--- config.mk ---
export PLATFORM = sky130hd
export DESIGN_NAME = hermes_skid_crossbar
export DESIGN_NICKNAME = d
export VERILOG_FILES = /design/src/rtl/hermes_skid_crossbar.sv
export SDC_FILE = /design/constraint.sdc
export NUM_CORES = 1
export LEC_CHECK = 0
export CAP_MARGIN = 30
export CORE_ASPECT_RATIO = 1.1
export CORE_MARGIN = 2
export CORE_UTILIZATION = 28
export DETAILED_ROUTE_END_ITERATION = 8
export GPL_ROUTABILITY_DRIVEN = 0
export PLACE_DENSITY = 0.52
export SYNTH_ARGS = -nofsm -noshare
export SYNTH_HDL_FRONTEND = slang
export SYNTH_SLANG_ARGS = --single-unit
--- constraint.sdc ---
create_clock -name clk_i -period 6.45 [get_ports clk_i]
set_input_delay 0.9675 -clock clk_i [delete_from_list [all_inputs] [get_ports clk_i]]
set_output_delay 0.9675 -clock clk_i [all_outputs]
set_load 0.01 [all_outputs]
--- src/rtl/hermes_skid_crossbar.sv ---
// Hermes crossbar with a small skid FIFO on every output. The FIFO keeps ack_o independent of credit_i.
// Optional per-output forwarded-flit counters are built only when HERMES_XBAR_STATS_EN is defined.
module hermes_skid_crossbar #(
  parameter  int unsigned NPORT     = 5,
  parameter  int unsigned FLIT_SIZE = 32,
  parameter  int unsigned BUF_DEPTH = 2,
  localparam int unsigned PW        = $clog2(NPORT)
) (
  input  logic                                clk_i,
  input  logic                                rst_i,
  input  logic [NPORT-1:0]                    data_av_i,
  input  logic [NPORT-1:0][FLIT_SIZE-1:0]     data_i,
  input  logic [NPORT-1:0]                    free_i,
  input  logic [NPORT-1:0][PW-1:0]            inport_i,
  input  logic [NPORT-1:0][PW-1:0]            outport_i,
  input  logic [NPORT-1:0]                    credit_i,
  output logic [NPORT-1:0]                    ack_o,
  output logic [NPORT-1:0]                    tx_o,
  output logic [NPORT-1:0][FLIT_SIZE-1:0]     data_o,
  output logic [NPORT-1:0][15:0]              flit_cnt_o
);

  localparam int unsigned PTRW = $clog2(BUF_DEPTH);
  localparam int unsigned CW   = PTRW + 1;

  logic [FLIT_SIZE-1:0] r_mem    [NPORT][BUF_DEPTH];
  logic [PTRW-1:0]      r_wr_ptr [NPORT];
  logic [PTRW-1:0]      r_rd_ptr [NPORT];
  logic [CW-1:0]        r_count  [NPORT];

  logic [NPORT-1:0] w_full;
  logic [NPORT-1:0] w_push;
  logic [NPORT-1:0] w_pop;

  // Per-output push/pop; a full buffer refuses a push even when it pops in the same cycle.
  always_comb begin
    w_full = '0;
    w_push = '0;
    w_pop  = '0;
    for (int o = 0; o < NPORT; o++) begin
      w_full[o] = (r_count[o] == CW'(BUF_DEPTH));
      w_push[o] = !rst_i && !free_i[o] && data_av_i[inport_i[o]] && !w_full[o];
      w_pop[o]  = !rst_i && (r_count[o] != '0) && credit_i[o];
    end
  end

  // Input-side acknowledge depends only on the connection table and buffer occupancy.
  always_comb begin
    ack_o = '0;
    for (int i = 0; i < NPORT; i++) begin
      ack_o[i] = !rst_i && data_av_i[i] && !free_i[outport_i[i]] &&
                 (inport_i[outport_i[i]] == PW'(i)) && !w_full[outport_i[i]];
    end
  end

  always_ff @(posedge clk_i or posedge rst_i) begin
    if (rst_i) begin
      for (int o = 0; o < NPORT; o++) begin
        r_wr_ptr[o] <= '0;
        r_rd_ptr[o] <= '0;
        r_count[o]  <= '0;
      end
    end else begin
      for (int o = 0; o < NPORT; o++) begin
        if (w_push[o]) r_wr_ptr[o] <= r_wr_ptr[o] + PTRW'(1);
        if (w_pop[o])  r_rd_ptr[o] <= r_rd_ptr[o] + PTRW'(1);
        case ({w_push[o], w_pop[o]})
          2'b10:   r_count[o] <= r_count[o] + CW'(1);
          2'b01:   r_count[o] <= r_count[o] - CW'(1);
          default: r_count[o] <= r_count[o];
        endcase
      end
    end
  end

  // Storage needs no reset: entries are only visible while count is non-zero.
  always_ff @(posedge clk_i) begin
    for (int o = 0; o < NPORT; o++) begin
      if (w_push[o]) r_mem[o][r_wr_ptr[o]] <= data_i[inport_i[o]];
    end
  end

  always_comb begin
    tx_o   = '0;
    data_o = '0;
    for (int o = 0; o < NPORT; o++) begin
      tx_o[o] = !rst_i && (r_count[o] != '0);
      if (tx_o[o]) data_o[o] = r_mem[o][r_rd_ptr[o]];
    end
  end

`ifdef HERMES_XBAR_STATS_EN
  logic [NPORT-1:0][15:0] r_flit_cnt;

  always_ff @(posedge clk_i or posedge rst_i) begin
    if (rst_i) begin
      r_flit_cnt <= '0;
    end else begin
      for (int o = 0; o < NPORT; o++) begin
        if (w_pop[o]) r_flit_cnt[o] <= r_flit_cnt[o] + 16'd1;
      end
    end
  end

  assign flit_cnt_o = r_flit_cnt;
`else
  assign flit_cnt_o = '0;
`endif

endmodule

; ---- Word-level counts from Yosys, hierarchy flattened
; Memory sizes are Yosys's and may differ from the RTL's.
; Index checks and enable logic that the tools add are counted.
[op_classes]
order_cmp = 25
n_shift = 0
n_bitwise = 10
div_mod_pow = 0
n_mux = 95
n_mul = 0
n_eq_ne = 19
n_addsub = 20
n_reduce_logical = 82
[ops]
columns = op, n
row1 = 2-to-1 mux 32 bit, 30
row2 = binary-select mux 32 bit (select 3 bit), 5
row3 = 2-to-1 mux 64 bit, 5
row4 = demux 32 bit (select 1 bit), 5
row5 = logical AND 1 bit, 50
row6 = binary-select mux 1 bit (select 3 bit), 15
row7 = binary-select mux 3 bit (select 3 bit), 5
row8 = "less-than comparator 3 x 4 -> 1 bit, second input constant", 10
row9 = zero test 1 bit, 21
row10 = "== test 2 bit, second input constant", 10
row11 = ">= comparator 2 bit, second input constant", 10
row12 = 2-to-1 mux 1 bit, 20
row13 = NOT 1 -> 2 bit, 10
row14 = one-hot mux 2 bit (2 select lines), 5
row15 = nonzero test 2 bit, 10
row16 = 2-to-1 mux 3 bit, 5
row17 = "adder 1 bit, second input constant", 10
row18 = "adder 2 x 1 -> 2 bit, second input constant", 5
row19 = "== test 2 x 1 -> 1 bit, second input constant", 5
row20 = "less-than comparator 2 x 1 -> 1 bit, second input constant", 5
row21 = "subtractor 2 x 1 -> 2 bit, second input constant", 5
row22 = "== test 3 x 2 -> 1 bit, second input constant", 2
row23 = "== test 3 x 1 -> 1 bit, second input constant", 1
row24 = "== test 3 bit, second input constant", 1
row25 = zero test 3 bit, 1
[totals]
register_bits = 20
romBits = 0
memories = 1
latch_bits = 0
inputBits = 207
ram_bits = 320
out_inout_bits = 250
[memory_table]
columns = name, words, word_bits, read_ports, rd_ports_with_merged_regs, write_ports, line
row1 = r_mem, 5, 64, 5, 0, 5, 26  ; logic [FLIT_SIZE-1:0] r_mem [NPORT][BUF_DEPTH];

; ---- Longest topological paths before layout
[depth]
word_depth = 6
depth_mapped = 9
depth_no_buf = 8

; ---- Worst setup path after synthesis
; Ideal clock, no wire load.
[synth_path]
path_type = in2reg
from = input inport_i[4] in the netlist's numbering
to = memory r_mem[0][100] in the netlist's numbering, enable pin
stages = 5
path_slack_ps = 2802
arrival_time_ps = 3226
path_cell_list = clkbuf_1 > nor3b_2 > a32o_1 > o211ai_1 > nor2_1
[synth_lines]
columns = element, line
row1 = from (decl), 14  ; input logic [NPORT-1:0][PW-1:0] inport_i,
row2 = to (decl), 26

; ---- Final worst setup path
[layout_path]
from = input inport_i[14] in the netlist's numbering
to = output ack_o[4]
[layout_via]
elab_chain_cells = 5
[layout_lines]
columns = element, line
row1 = binary-select mux 3 bit (select 3 bit), 52  ; (inport_i[outport_i[i]] == PW'(i)) && !w_full[outport_i[i]];
row2 = 2-to-1 mux 3 bit (implied by the code), 52
row3 = == test 3 bit, 52
row4 = logical AND 1 bit, 51  ; ack_o[i] = !rst_i && data_av_i[i] && !free_i[outport_i[i]] &&
row5 = logical AND 1 bit, 52
row6 = to (decl), 17  ; output logic [NPORT-1:0] ack_o,
; Every way passes these cells. The select of a mux whose other input is x is not followed.

==> flow_summary.toml <==
[clock_tree]
clkSlewWorstSetupHoldPaths_ps = 60
ctsRootBufferMaster = "clkbuf_16"
holdBufCountCts = 0
htreeDepth = 2
cts_buffers = 42
clock_latency_ps = 560
tritoncts = "done"
postCtsResizedCells = 0
cts_sinks = 340
post_cts_buffers = 0
clockBufferDepth = 3

[routing]
wl_um = 81550
post_drt_wl_per_cell_um = 27.60
vias = 15180
drc_errors = 0
drt-initial-drc-count = 1419
dr.pass1.iters = 5
ant_nets = 0
viasPerCell = 5.135

[setup_path]
crit_type = "input port to output port"
worstPathArrival_ps = 3730
r2r_slack_ps = 3910
cp_max_fo = 40
critPathCaptureType = "output port"
cp-start-kind = "input port"
cp.required_ps = 5480
worstReg2RegStart = "r_count[4]"
r2r_end = "r_count[5]"
r2r_cells = 6

[logic_synthesis]
synth-seq-area-share = 0.4996
synth_edf_count = 320
yosysTopAreaCell = "edfxtp_1"
yosys-top-cells-area = "edfxtp_1 (47%), mux4_2 (18%), mux2i_1 (8.4%)"
synth_cell_types = 57
avgSynthCellArea_um2 = 12.44
netlist_area_mm2 = 0.02023
synth.most_common_cell = "edfxtp_1"
synth_cells = 1627
synthTopCellsByCount = "edfxtp_1 (320), nor2_1 (186), mux2i_1 (169), mux4_2 (160), inv_1 (142)"
synth-async-reset-ratio = 0.05882
yosys_warnings = 0
ys.flop_type = "edfxtp_1"
synth_top_area_share = 0.4749
ys_ff_latch = 340

[power_and_ir_drop]
leakage_nw = 9.624
total_power_mw = 7.944
power_density_mw_per_mm2 = 301.1
ir_drop_mv = 0.1905

[run]
max_cap_violations = 0

[grt]
grt_max_degree = 69
grt_pass1_vias = 14770
antenna_found_initial = 19
grt-ovfl-total = 0
grt.total_usage = 0.2150
grt_pass1_wl_um = 113000

[timing]
relSlewSlack = 0.3158
setup_tns_ps = 0
setup_viol = 0
fin_skew_ps = 16.42
tightestPinTransition_ps = 1016
finalCritPeriodShare = 0.7288
rsz0062_at_grt = "false"
period_needed_ps = 4701
maxSlewViolCount = 0
hold_violations = 0
max_freq_mhz = 212.7

[status]
status = "finished clean"

[finish]
fillers = 7020
seqCellArea_mm2 = 0.01012
drive_above_1_share = 0.1535
multi_input_area_mm2 = 0.008964
fin_nets = 2180
area_delta_synth_final_pct = 30.37

[placement]
io_buffers = 376
dp_hpwl_um = 60690

[hold_path]
whs_path_depth = 1
hp-class = "flip-flop to flip-flop"
holdPathEnd = "r_wr_ptr[2]"
min_from = "r_wr_ptr[2]"

[die]
die_width_um = 260.3
start_util = 0.2824
dieArea_mm2 = 0.07443
coreArea_mm2 = 0.07165
num_rows = 103
die_y_um = 285.9
ios = 457
[cell type report]
cell class,instances,area share
repair buffers,413,0.1576
diodes,10,0.0009486
flip-flops and latches,340,0.3835
multi-input cells,1026,0.3398
clock buffers,55,0.04326
inverters,145,0.02063
clock inverters,21,0.009533
well taps,945,0.04482
[registers in the layout, summed over array words and instances, names as in the netlist]
name and count:
r_count 10, r_mem 320, r_rd_ptr 5, r_wr_ptr 5
[critical path: stages]
cell,delay (ps)
buf_2,90
buf_4,450
nor3b_4,260
buf_4,500
a221o_1,230
o311ai_0,120
nor4_1,420
clkdlybuf4s50_1,640
[through the flow]
step           utilization  area (um^2)  hold slack, ps  worst slack (ps)  std cells
3_5_place_dp        0.3475        24900           545.0              1822       2866
4_1_cts             0.3670        26300           554.7              1796       2942
2_1_floorplan            -        20530           457.4              2802       1706
6_report            0.3682        26380           549.7              1749       2955
3_3_place_gp        0.3444        24670           523.4              1722       2855
5_1_grt             0.3678        26360           569.2              1683       2945
[where the power goes]
group	total [mW]	switching, mW	leakage (nW)	internal, mW
combinational	2.75	1.45	5.79	1.30
clock	2.39	0.943	0.677	1.45
sequential	2.80	0.174	3.16	2.63
total	7.94	2.57	9.62	5.38
[cells by family (layout without fill, tap and decap cells)]
kind of cell / after synthesis / after routing / synth area share
other: 1 / 90 / 0.0001853
adders and majority gates: 5 / 5 / 0.003092
and+or+nand+nor: 387 / 387 / 0.08453
xor gates and xnor gates: 25 / 25 / 0.01082
muxes: 331 / 331 / 0.2628
buffers and inverters: 340 / 634 / 0.08008
DFF: 340 / 340 / 0.4996
AOI/OAI and AO/OA: 198 / 198 / 0.05887
[worst max-delay path by stage]
stage                            start             to  slack, ps
after floorplan            inport_i[4]  r_mem[0][100]       2800
after global placement    inport_i[14]       ack_o[4]       1720
after detailed placement  inport_i[14]       ack_o[4]       1820
after CTS                 inport_i[14]       ack_o[4]       1800
after global routing      inport_i[14]       ack_o[4]       1680
final                     inport_i[14]       ack_o[4]       1750
[metal layers]
layer / vias up / GRT usage / routed length [um]
met2: 810 / 0.3682 / 40240
met4: 22 / 0.08200 / 3371
met1: 7640 / 0.2599 / 30720
met3: 130 / 0.05334 / 7082
met5: - / 0 / 133
li1: 6573 / - / -
[cell usage in the layout (no fill, tap or decap), types with 11 or more instances in the layout]
cell type,instances
nor4_1,11
nand3_1,37
conb_1,80
o21ai_1,29
clkdlybuf4s50_1,362
nor3_1,11
edfxtp_1,320
buf_2,13
o21ai_0,106
nand2_1,100
nor2_1,175
mux4_2,160
inv_1,142
xnor2_1,15
clkbuf_16,43
mux2i_1,169
a22o_1,33
buf_4,24
dfrtp_1,15
buf_12,13
nor2_4,11
No activity file was read; power rests on OpenSTA's default activity.
